**src/rtl/jk_pkg.sv**
```systemverilog
// Shared mode encodings for the JK mode register.
package jk_pkg;

    typedef logic [1:0] mode_t;

    localparam mode_t MODE_JK   = 2'b00;
    localparam mode_t MODE_LOAD = 2'b01;
    localparam mode_t MODE_UP   = 2'b10;
    localparam mode_t MODE_DOWN = 2'b11;

endpackage

```
**src/rtl/jk_cell.sv**
```systemverilog
// Single JK storage cell with asynchronous active-high reset to a per-bit value.
module jk_cell (
    input  logic clk,
    input  logic cl,
    input  logic rst_val,
    input  logic en,
    input  logic j,
    input  logic k,
    output logic q,
    output logic qb
);

    logic r_q;

    always_ff @(posedge clk or posedge cl) begin
        if (cl) begin
            r_q <= rst_val;
        end else if (en) begin
            case ({j, k})
                2'b10:   r_q <= 1'b1;
                2'b01:   r_q <= 1'b0;
                2'b11:   r_q <= ~r_q;
                default: r_q <= r_q;
            endcase
        end
    end

    assign q  = r_q;
    assign qb = ~r_q;

endmodule

```
**src/rtl/jk_mode_reg.sv**
```systemverilog
// WIDTH-bit register of JK cells with JK, load, up-count and down-count modes,
// terminal-count decode and a sticky wrap flag.
module jk_mode_reg
    import jk_pkg::*;
#(
    parameter int unsigned      WIDTH     = 4,
    parameter logic [WIDTH-1:0] RESET_VAL = '0
) (
    input  logic             clk,
    input  logic             cl,
    input  logic             en,
    input  mode_t            mode,
    input  logic [WIDTH-1:0] j,
    input  logic [WIDTH-1:0] k,
    input  logic [WIDTH-1:0] d,
    input  logic             ovf_clr,
    output logic [WIDTH-1:0] q,
    output logic [WIDTH-1:0] qb,
    output logic             tc,
    output logic             ovf
);

    logic [WIDTH-1:0] w_q;
    logic [WIDTH-1:0] w_qb;
    logic [WIDTH-1:0] w_carry;
    logic [WIDTH-1:0] w_borrow;
    logic [WIDTH-1:0] w_j;
    logic [WIDTH-1:0] w_k;
    logic             w_wrap;
    logic             r_ovf;

    // Ripple AND chains: a bit flips when every lower bit is 1 (up) or 0 (down).
    assign w_carry[0]  = 1'b1;
    assign w_borrow[0] = 1'b1;

    for (genvar i = 1; i < WIDTH; i++) begin : g_chain
        assign w_carry[i]  = w_carry[i-1] & w_q[i-1];
        assign w_borrow[i] = w_borrow[i-1] & w_qb[i-1];
    end

    always_comb begin
        w_j = '0;
        w_k = '0;
        case (mode)
            MODE_JK: begin
                w_j = j;
                w_k = k;
            end
            MODE_LOAD: begin
                w_j = d;
                w_k = ~d;
            end
            MODE_UP: begin
                w_j = w_carry;
                w_k = w_carry;
            end
            MODE_DOWN: begin
                w_j = w_borrow;
                w_k = w_borrow;
            end
            default: begin
                w_j = '0;
                w_k = '0;
            end
        endcase
    end

    for (genvar i = 0; i < WIDTH; i++) begin : g_cell
        jk_cell u_cell (
            .clk     (clk),
            .cl      (cl),
            .rst_val (RESET_VAL[i]),
            .en      (en),
            .j       (w_j[i]),
            .k       (w_k[i]),
            .q       (w_q[i]),
            .qb      (w_qb[i])
        );
    end

    // tc doubles as the wrap strobe: it is high exactly when the next edge wraps.
    assign w_wrap = en & (((mode == MODE_UP) & (&w_q)) | ((mode == MODE_DOWN) & ~(|w_q)));

    always_ff @(posedge clk or posedge cl) begin
        if (cl) begin
            r_ovf <= 1'b0;
        end else if (w_wrap) begin
            r_ovf <= 1'b1;
        end else if (ovf_clr) begin
            r_ovf <= 1'b0;
        end
    end

    assign q   = w_q;
    assign qb  = w_qb;
    assign tc  = w_wrap;
    assign ovf = r_ovf;

endmodule
```
**config.mk**
```make
export PLATFORM = sky130hd
export DESIGN_NAME = jk_mode_reg
export DESIGN_NICKNAME = d
export VERILOG_FILES = /design/src/rtl/jk_pkg.sv /design/src/rtl/jk_cell.sv /design/src/rtl/jk_mode_reg.sv
export SDC_FILE = /design/constraint.sdc
export NUM_CORES = 1
export LEC_CHECK = 0
export CAP_MARGIN = 20
export CORE_MARGIN = 2
export CORE_UTILIZATION = 33
export DETAILED_ROUTE_END_ITERATION = 8
export PLACE_DENSITY = 0.73
export SKIP_CTS_REPAIR_TIMING = 1
export SLEW_MARGIN = 20
export SYNTH_ARGS = -nofsm -noshare
export SYNTH_HDL_FRONTEND = slang
export SYNTH_SLANG_ARGS = --single-unit
```
**constraint.sdc**
```tcl
create_clock -name clk -period 1.25 [get_ports clk]
set_input_delay 0.125 -clock clk [delete_from_list [all_inputs] [get_ports clk]]
set_output_delay 0.125 -clock clk [all_outputs]
set_load 0.01 [all_outputs]
```
Yosys cells after proc, flatten, opt, wreduce, memory -nomap -nowiden
Cells that the tools add are included.
{ "op_classes": {"bitwise": 14, "n_mux": 8, "eq_ne": 15, "n_reduce_logical": 12} }
{ "ops": {"columns": ["op", "n"], "rows": [
  ["4-bit one-hot mux with 4 select lines", 2],
  ["2-bit equality test, second input constant", 10],
  ["1-bit one-hot mux with 3 select lines", 4],
  ["3-bit nonzero test", 4],
  ["2-bit by 1-bit equality test with 1-bit output, second input constant", 5],
  ["2-bit AND reduction", 4],
  ["1-bit AND", 7],
  ["1-bit NOT", 5],
  ["4-bit NOT", 1],
  ["4-bit AND reduction", 1],
  ["4-bit OR reduction", 1],
  ["2-bit zero test", 1],
  ["1-bit two-way mux", 2],
  ["2-bit nonzero test", 1],
  ["1-bit bitwise OR", 1]
]} }
{ "totals": {"reg_bits": 5} }

Longest topological paths before layout
Gate-level depths: netlist of the first run.
{ "logic_depth": {"word_depth": 7, "ltp_mapped": 6, "mapped_depth_nobuf": 4} }

Worst setup path before layout of the first run
Ideal clock, no wire load.
{ "synth_path": {"path_kind": "flip-flop to flip-flop", "start": "reg g_cell[1].u_cell.r_q", "end": "reg r_ovf (netlist: ovf)", "arrival_time_ns": 1.342, "setup_slack_ns": -0.155, "synth_period_minus_slack_ns": 1.405, "path_buffers": 0, "path_stages_with_launch": 5, "setup_ns": 0.064, "path_cell_list": "dfrtp_1 > or4b_1 > mux2i_1 > and3_1 > a21o_1"} }
{ "synth_via": {"elab_chain_len": 6, "word_cells_on_any_way": 9} }
{ "synth_lines": {"columns": ["element", "line", "text"], "rows": [
  ["start: declaration", "jk_cell.sv:13", "logic r_q;"],
  ["start signal: assignment", "jk_cell.sv:17", "r_q <= rst_val;"],
  ["start signal: assignment", "jk_cell.sv:22", "2'b11: r_q <= ~r_q;"],
  ["start signal: assignment", "jk_cell.sv:23", "default: r_q <= r_q;"],
  ["4-bit OR reduction", "jk_mode_reg.sv:82", "assign w_wrap = en & (((mode == MODE_UP) & (&w_q)) | ((mode == MODE_DOWN) & ~(|w_q)));"],
  ["1-bit NOT", "jk_mode_reg.sv:82", null],
  ["1-bit AND", "jk_mode_reg.sv:82", null],
  ["1-bit bitwise OR (*)", "jk_mode_reg.sv:82", null],
  ["1-bit AND (*)", "jk_mode_reg.sv:82", null],
  ["net tc", "jk_mode_reg.sv:19", "output logic tc,"],
  ["1-bit two-way mux / 2-bit nonzero test (equally long branches)", null, null],
  ["end signal: assignment", "jk_mode_reg.sv:86", "r_ovf <= 1'b0;"],
  ["end signal: assignment", "jk_mode_reg.sv:88", "r_ovf <= 1'b1;"],
  ["end signal: assignment", "jk_mode_reg.sv:90", "r_ovf <= 1'b0;"],
  ["end: declaration", "jk_mode_reg.sv:30", "logic r_ovf;"]
]} }
The timed path passes the listed nets; every way through them passes the cells marked *.
A chain may end at the register's enable or synchronous reset.

Worst setup path after layout of the first run
{ "layout_path": {"start": "reg g_cell[0].u_cell.r_q", "end": "out tc"} }
{ "layout_via": {"elab_chain_len": 5, "word_cells_on_any_way": 7} }
{ "layout_lines": {"columns": ["element", "line"], "rows": [
  ["start: declaration", "jk_cell.sv:13"],
  ["start signal: assignment", "jk_cell.sv:17"],
  ["start signal: assignment", "jk_cell.sv:22"],
  ["start signal: assignment", "jk_cell.sv:23"],
  ["4-bit OR reduction", "jk_mode_reg.sv:82"],
  ["1-bit NOT", "jk_mode_reg.sv:82"],
  ["1-bit AND", "jk_mode_reg.sv:82"],
  ["1-bit bitwise OR (*)", "jk_mode_reg.sv:82"],
  ["1-bit AND (*)", "jk_mode_reg.sv:82"],
  ["end: declaration", "jk_mode_reg.sv:19"]
]} }
Every way passes the cells marked *; elsewhere a longest branch is shown, timed or not.

==> results of run 1 <==
## where the power goes
group          internal [mW]  switching [mW]
registers              0.219          0.0270
logic                  0.432           0.298
clock network          0.120          0.0601
total                  0.772           0.385
## Yosys cell counts (2+ instances only)
master / instances
nor2_1: 2
o31ai_1: 2
o21ai_0: 3
o311ai_0: 2
mux2_2: 3
dfrtp_1: 5
a31oi_1: 2
a21o_1: 2
inv_1: 7
buf_4: 9
a21oi_1: 6
nor2b_1: 2
o211a_1: 2
## routing by layer
layer  track usage, %  part of all wire [%]  vias up
met3            4.255                   6.8        0
met5                0                     0        -
met1            17.54                    43      261
met2            24.55                    50       17
li1                 -                     -      294
met4            2.500                     0        0
## state kept, by name (all words and copies together) (netlist names)
signal	flops
g_cell.u_cell.q	4
ovf	1
## worst register-to-register path, delay by kind of cell (launching register included)
kind | cells | cell delay [ps]
AND/OR/NAND/NOR | 2 | 720
flip-flops | 1 | 370
multiplexers | 1 | 140
buffers and inverters | 1 | 100
AO/OA/AOI/OAI | 1 | 70
## layout by cell type, fill, tap and decap left out, types with 2 or more instances in the layout
master and instances:
buf_4 19, clkdlybuf4s50_1 17, dlymetal6s2s_1 9, inv_1 7, a21oi_1 6, dfrtp_1 5, mux2_2 3, clkbuf_4 3
nor2_1 2, o211a_1 2, o21ai_1 2, nor2b_1 2, o311ai_0 2, o31ai_1 2, a21o_1 2, a31oi_1 2
buf_6 2
## final timing paths
kind | from | end | slack, ps | cells past startpoint
max in group asynchronous | cl | g_cell[2].u_cell.q | 990 | 2
max reg2reg | g_cell[0].u_cell.q | ovf | -210 | 5
min reg2reg | ovf | ovf | 480 | 1
max | g_cell[0].u_cell.q | tc | -440 | 4
min in group clk | ovf_clr | ovf | 470 | 3
min | cl | ovf | 90 | 2
## kinds of logic (layout without fill, tap and decap cells)
| family | count (synthesis) | after routing | share of synthesized area [%] |
|---|---|---|---|
| buf+inv | 18 | 58 | 20.55 |
| mux | 4 | 4 | 8.772 |
| flops | 5 | 5 | 25.06 |
| simple gates | 10 | 10 | 14.04 |
| compound gates | 22 | 22 | 29.82 |
| xor+xnor | 1 | 1 | 1.755 |
## area by class of cell
type / instances / area share [%]
Tap cell: 16 / 2.133
Multi-Input combinational cell: 37 / 31.20
Timing Repair Buffer: 47 / 47.73
Inverter: 7 / 2.800
Clock buffer: 4 / 2.800
Sequential cell: 5 / 13.33
## metrics by stage
stage / TNS [ps] / instance area, um^2
2_1_floorplan: -252.1 / 504.2
3_3_place_gp: -2232 / 793.3
3_5_place_dp: -2275 / 793.3
4_1_cts: -2673 / 819.5
5_1_grt: -1152 / 938.4
6_report: -776.4 / 938.4
==> impl_metrics.py, run 1 <==
metrics = {
    "logic_synthesis": {
        "synth-edff-count": 0,
        "syn_avg_cell_area_um2": 8.320,
        "synthDominantCellAreaShare_pct": 25.06,
        "synth_cell_types": 26,
        "ys_seq_area_share_pct": 25.06,
        "ys_seq_elements": 5,
        "syn_inst": 60,
        "ys.flop_type": "dfrtp_1",
        "yosys_warnings": 0,
        "synth_fp_nets": 78,
        "async_reset_ff_share_pct": 100.0,
        "ys_top_cells_by_area": "dfrtp_1, buf_4, mux2_2",
        "synth_top_cell_by_area": "dfrtp_1",
        "syn_area_um2": 499.2,
    },
    "floorplanning": {
        "ios": 28,
        "dieArea_mm2": 0.001840,
        "rows": 14,
        "die_y_um": 42.90,
        "initial_utilization_pct": 34.34,
        "coreArea_mm2": 0.001454,
        "dieWidth_um": 42.90,
    },
    "layout": {
        "area_delta_synth_final_pct": 87.97,
        "final_cells": 116,
        "num-fill-cells": 118,
        "layout-drive-gt1-share_pct": 29.00,
        "antennaDiodeCount": 0,
        "final_nets": 119,
        "post-route-util_pct": 64.54,
        "multi_input_area_um2": 292.8,
        "regArea_um2": 125.1,
    },
    "clocking": {
        "clk_latency_ps": 230,
        "cts.sinks": 5,
        "cts.clk_slew.worst_paths_ps": 40,
        "cts_root_buf": "clkbuf_4",
        "cts_tree": "built",
        "clock_path_buffers": 2,
        "cts_buffers": 3,
        "htreeDepth": 1,
    },
    "placement": {
        "numPlacedInstances": 102,
        "portBuffers": 27,
        "gp_congestion": 0.7556,
        "dp_hpwl_um": 981.7,
        "place_ws_ps": -775.3,
    },
    "pwr": {
        "powerDensity_mw_per_mm2": 1233,
        "total_power_mw": 1.157,
        "p_leak_nw": 0.5092,
        "peakVddDrop_v": 0.0007234,
    },
    "timing": {
        "worst_slack_ps": -436.3,
        "hold_viol_final": 0,
        "maxSlewViolCount": 0,
        "finalSetupViolCount": 4,
        "hold_ws_ps": 87.77,
        "rsz0062_at_grt": "yes",
        "min_period_over_period_pct": 134.9,
        "max_slew_margin_pct": 79.50,
        "period_needed_ps": 1686,
        "finalClockSkew_ps": 1.980,
        "max_freq_ghz": 0.5930,
        "tightest_slew_ps": 303.6,
    },
    "route": {
        "ant_nets": 0,
        "drc": 0,
        "totalWireLength_um": 1387,
        "post_drt_via_cell_ratio": 4.931,
        "drt_iter0_markers": 12,
        "wire_per_inst_um": 11.96,
        "route.vias.total": 572,
        "dr.pass1.iters": 4,
    },
    "setup_path": {
        "crit_arrival_ps": 1560,
        "end_kind": "primary output",
        "crit_family": "simple AND/OR/NAND/NOR gates",
        "worstSetupPathType": "reg2out",
        "cp_max_fo": 2,
        "critical_path_required_ps": 1120,
        "cp_cell_sequence": "or4b_1 > mux2i_1 > and3_4 > buf_6",
        "critical_path.startpoint_type": "register",
        "slowest_delay_ps": 510,
        "critPathBufInv": 1,
        "worst_path_max_delay_cell": "or4b_1",
    },
    "job": {
        "maxCapViolations": 0,
    },
    "global_routing": {
        "first_global_vias": 503,
        "grt_pass1_wl_um": 2042,
        "grt_max_degree": 19,
        "overflow": 0,
        "grt_use_total_pct": 14.25,
        "grt_antenna_before_repair": 0,
    },
    "run_status": {
        "violations": "setup timing",
        "status": "finished with violations",
    },
    "min_path": {
        "hold_path.class": "in2async",
    },
}
No activity file was read; power rests on OpenSTA's default activity.
==> inputs of run 2 (changes only) <==
Settings changed: ABC_AREA set to 1, CORE_UTILIZATION 33 to 35, PLACE_DENSITY 0.73 to 0.74, SKIP_CTS_REPAIR_TIMING 1 to unset.
==> impl_metrics.py, run 2 <==
metrics = {
    "run_status": {
        "status": "finished with violations",
        "violations": "setup timing",
    },
    "placement": {
        "portBuffers": 27,
        "post_dp_cell_area_um2": 888.4,
        "place_ws_ps": -534.8,
        "numPlacedInstances": 138,
        "dp_hpwl_um": 1214,
        "gp_congestion": 0.8705,
    },
    "logic_synthesis": {
        "synth-edff-count": 0,
        "ys_top_cells_by_area": "dfrtp_1, nand2_1, buf_4",
        "synth_fp_nets": 108,
        "synth_top_cell_by_area": "dfrtp_1",
        "synthDominantCellAreaShare_pct": 22.17,
        "yosysMostFrequentCell": "nand2_1",
        "ys_seq_elements": 5,
        "syn_inst": 90,
        "synth_cell_types": 22,
        "yosys_warnings": 0,
        "syn_avg_cell_area_um2": 6.270,
        "ys.flop_type": "dfrtp_1",
        "ys_seq_area_share_pct": 22.17,
        "async_reset_ff_share_pct": 100.0,
        "syn_area_um2": 564.3,
        "synthTopCellsByCount": "nand2_1, inv_1, nor2_1",
    },
    "setup_path": {
        "r2r_start": "g_cell[0].u_cell.q",
        "crit_arrival_ps": 1280,
        "critical_path_required_ps": 1120,
        "cp_max_fo": 3,
        "end_kind": "primary output",
        "worstSetupPathType": "reg2out",
        "reg2regPathDepth": 10,
        "critical_path.startpoint_type": "register",
        "timing.rr.end": "g_cell[3].u_cell.q",
        "rrSetupSlack_ps": -30,
    },
    "timing": {
        "worst_slack_ps": -155.2,
        "finalClockSkew_ps": 1.164,
        "tightest_slew_ps": 197.1,
        "max_freq_ghz": 0.7117,
        "period_needed_ps": 1405,
        "hold_ws_ps": 70.52,
        "finalSetupViolCount": 3,
        "min_period_over_period_pct": 112.4,
        "maxSlewViolCount": 0,
        "hold_viol_final": 0,
        "max_slew_margin_pct": 86.82,
        "finalSetupTns_ps": -187.1,
        "rsz0062_at_grt": "yes",
    },
    "pwr": {
        "seq_power_share_pct": 22.3,
        "p_switching_mw": 0.5269,
        "internal_power_mw": 0.7255,
        "power_frac_comb_pct": 62.0,
        "p_leak_nw": 0.5070,
        "p_clk_share_pct": 15.7,
        "powerDensity_mw_per_mm2": 1295,
        "peakVddDrop_v": 0.0004774,
        "total_power_mw": 1.252,
        "p_sw_share_pct": 42.07,
    },
    "min_path": {
        "hold_path.class": "in2async",
    },
    "layout": {
        "final_nets": 146,
        "largest_reg_flops": 4,
        "final_cells": 143,
        "post-route-util_pct": 64.20,
        "most-common-layout-cells": "nand2_1, clkdlybuf4s50_1, buf_4",
        "antennaDiodeCount": 0,
        "layout-drive-gt1-share_pct": 34.65,
        "area_delta_synth_final_pct": 71.40,
        "layout_commonest_cell": "nand2_1",
        "finalInstanceArea_um2": 967.2,
        "num-fill-cells": 145,
    },
    "clocking": {
        "cts.sinks": 5,
        "clock_path_buffers": 2,
        "cts_root_buf": "clkbuf_4",
        "htreeDepth": 1,
        "clk_latency_ps": 250,
        "cts.clk_slew.worst_paths_ps": 40,
        "cts_buffers": 3,
        "postCtsHoldBufs": 0,
        "cts_tree": "built",
    },
    "floorplanning": {
        "initial_utilization_pct": 37.46,
        "dieWidth_um": 44.15,
        "coreArea_mm2": 0.001506,
        "die_y_um": 44.15,
        "dieArea_mm2": 0.001949,
        "rows": 14,
        "ios": 28,
    },
    "route": {
        "post_drt_via_cell_ratio": 4.832,
        "drc": 0,
        "dr.pass1.iters": 4,
        "ant_nets": 0,
        "route.vias.total": 691,
        "drt_iter0_markers": 13,
        "totalWireLength_um": 1694,
        "wire_per_inst_um": 11.85,
    },
    "global_routing": {
        "grt_max_degree": 10,
        "grt_pass1_wl_um": 2546,
        "grt_antenna_before_repair": 0,
        "first_global_vias": 602,
        "overflow": 0,
        "grt_use_total_pct": 17.85,
    },
    "job": {
        "maxCapViolations": 0,
    },
}
==> run 2: cell types whose count changed in the layout (fill, tap and decap cells not counted), moves of 5 or more <==
| cell | change |
|---|---|
| inv_2 | +5 |
| nand2_1 | +19 |
| a21oi_1 | -5 |
| dlymetal6s2s_1 | -7 |
| buf_4 | -7 |
| nor2_1 | +8 |
==> run 2: logic make-up after synthesis <==
logic type	Yosys count	synth area share (%)
and+or+nand+nor	48	39.47
buffers and inverters	26	25.05
AOI/OAI and AO/OA	11	13.30
DFF	5	22.17
==> run 2: final cells by class <==
cell class / instances / area, um^2 / share of cell area, %
Multi-Input combinational cell: 59 / 341.6 / 35.32
Tap cell: 16 / 20.02 / 2.070
Timing Repair Buffer: 43 / 390.4 / 40.36
Inverter: 16 / 62.56 / 6.468
Sequential cell: 5 / 126.4 / 13.07
Clock buffer: 4 / 26.28 / 2.717
==> run 2: repair_timing <==
item | 4_1_cts | 5_1_grt
setup buffers | 1 | 1
hold endpoints to repair | 0 | 0
gates resized for setup | 17 | 22
pin swaps | 2 | 5
setup endpoints to repair | 9 | 8
==> run 2: worst max-delay path by stage <==
| stage | end | cells past startpoint | slack, ps | start |
|---|---|---|---|---|
| finish | tc | 6 | -160 | g_cell[0].u_cell.q |
| global placement | tc | 8 | -480 | mode[0] |
| floorplan | tc | 6 | 110 | g_cell[0].u_cell.q |
| detailed placement | tc | 8 | -530 | mode[0] |
| global route | tc | 6 | -240 | g_cell[0].u_cell.q |
| CTS | tc | 6 | -140 | g_cell[0].u_cell.q |
==> run 2: worst max-delay path: stages, from the launching register on <==
cell,delay [ps]
dfrtp_2,400
buf_6,120
nand2_2,70
nor2_4,130
nand2_4,60
o21ai_2,90
buf_2,140
==> run 2: per-layer routing <==
layer  global-route usage (%)  routed length (um)  up-vias
met5                        0                   0        -
met4                    10.91                  81        0
met3                    2.449                  90       12
met2                    32.35                 861       26
met1                    19.35                 661      305
li1                         -                   -      348
==> run 2: power groups by stage <==
stage / sequential [mW] / combinational [mW] / clock, mW
floorplan: 0.258 / 0.452 / 0
global placement: 0.255 / 0.748 / 0
detailed placement: 0.261 / 0.759 / 0
CTS: 0.263 / 0.707 / 0.193
global route: 0.285 / 0.840 / 0.211
finish: 0.279 / 0.777 / 0.196
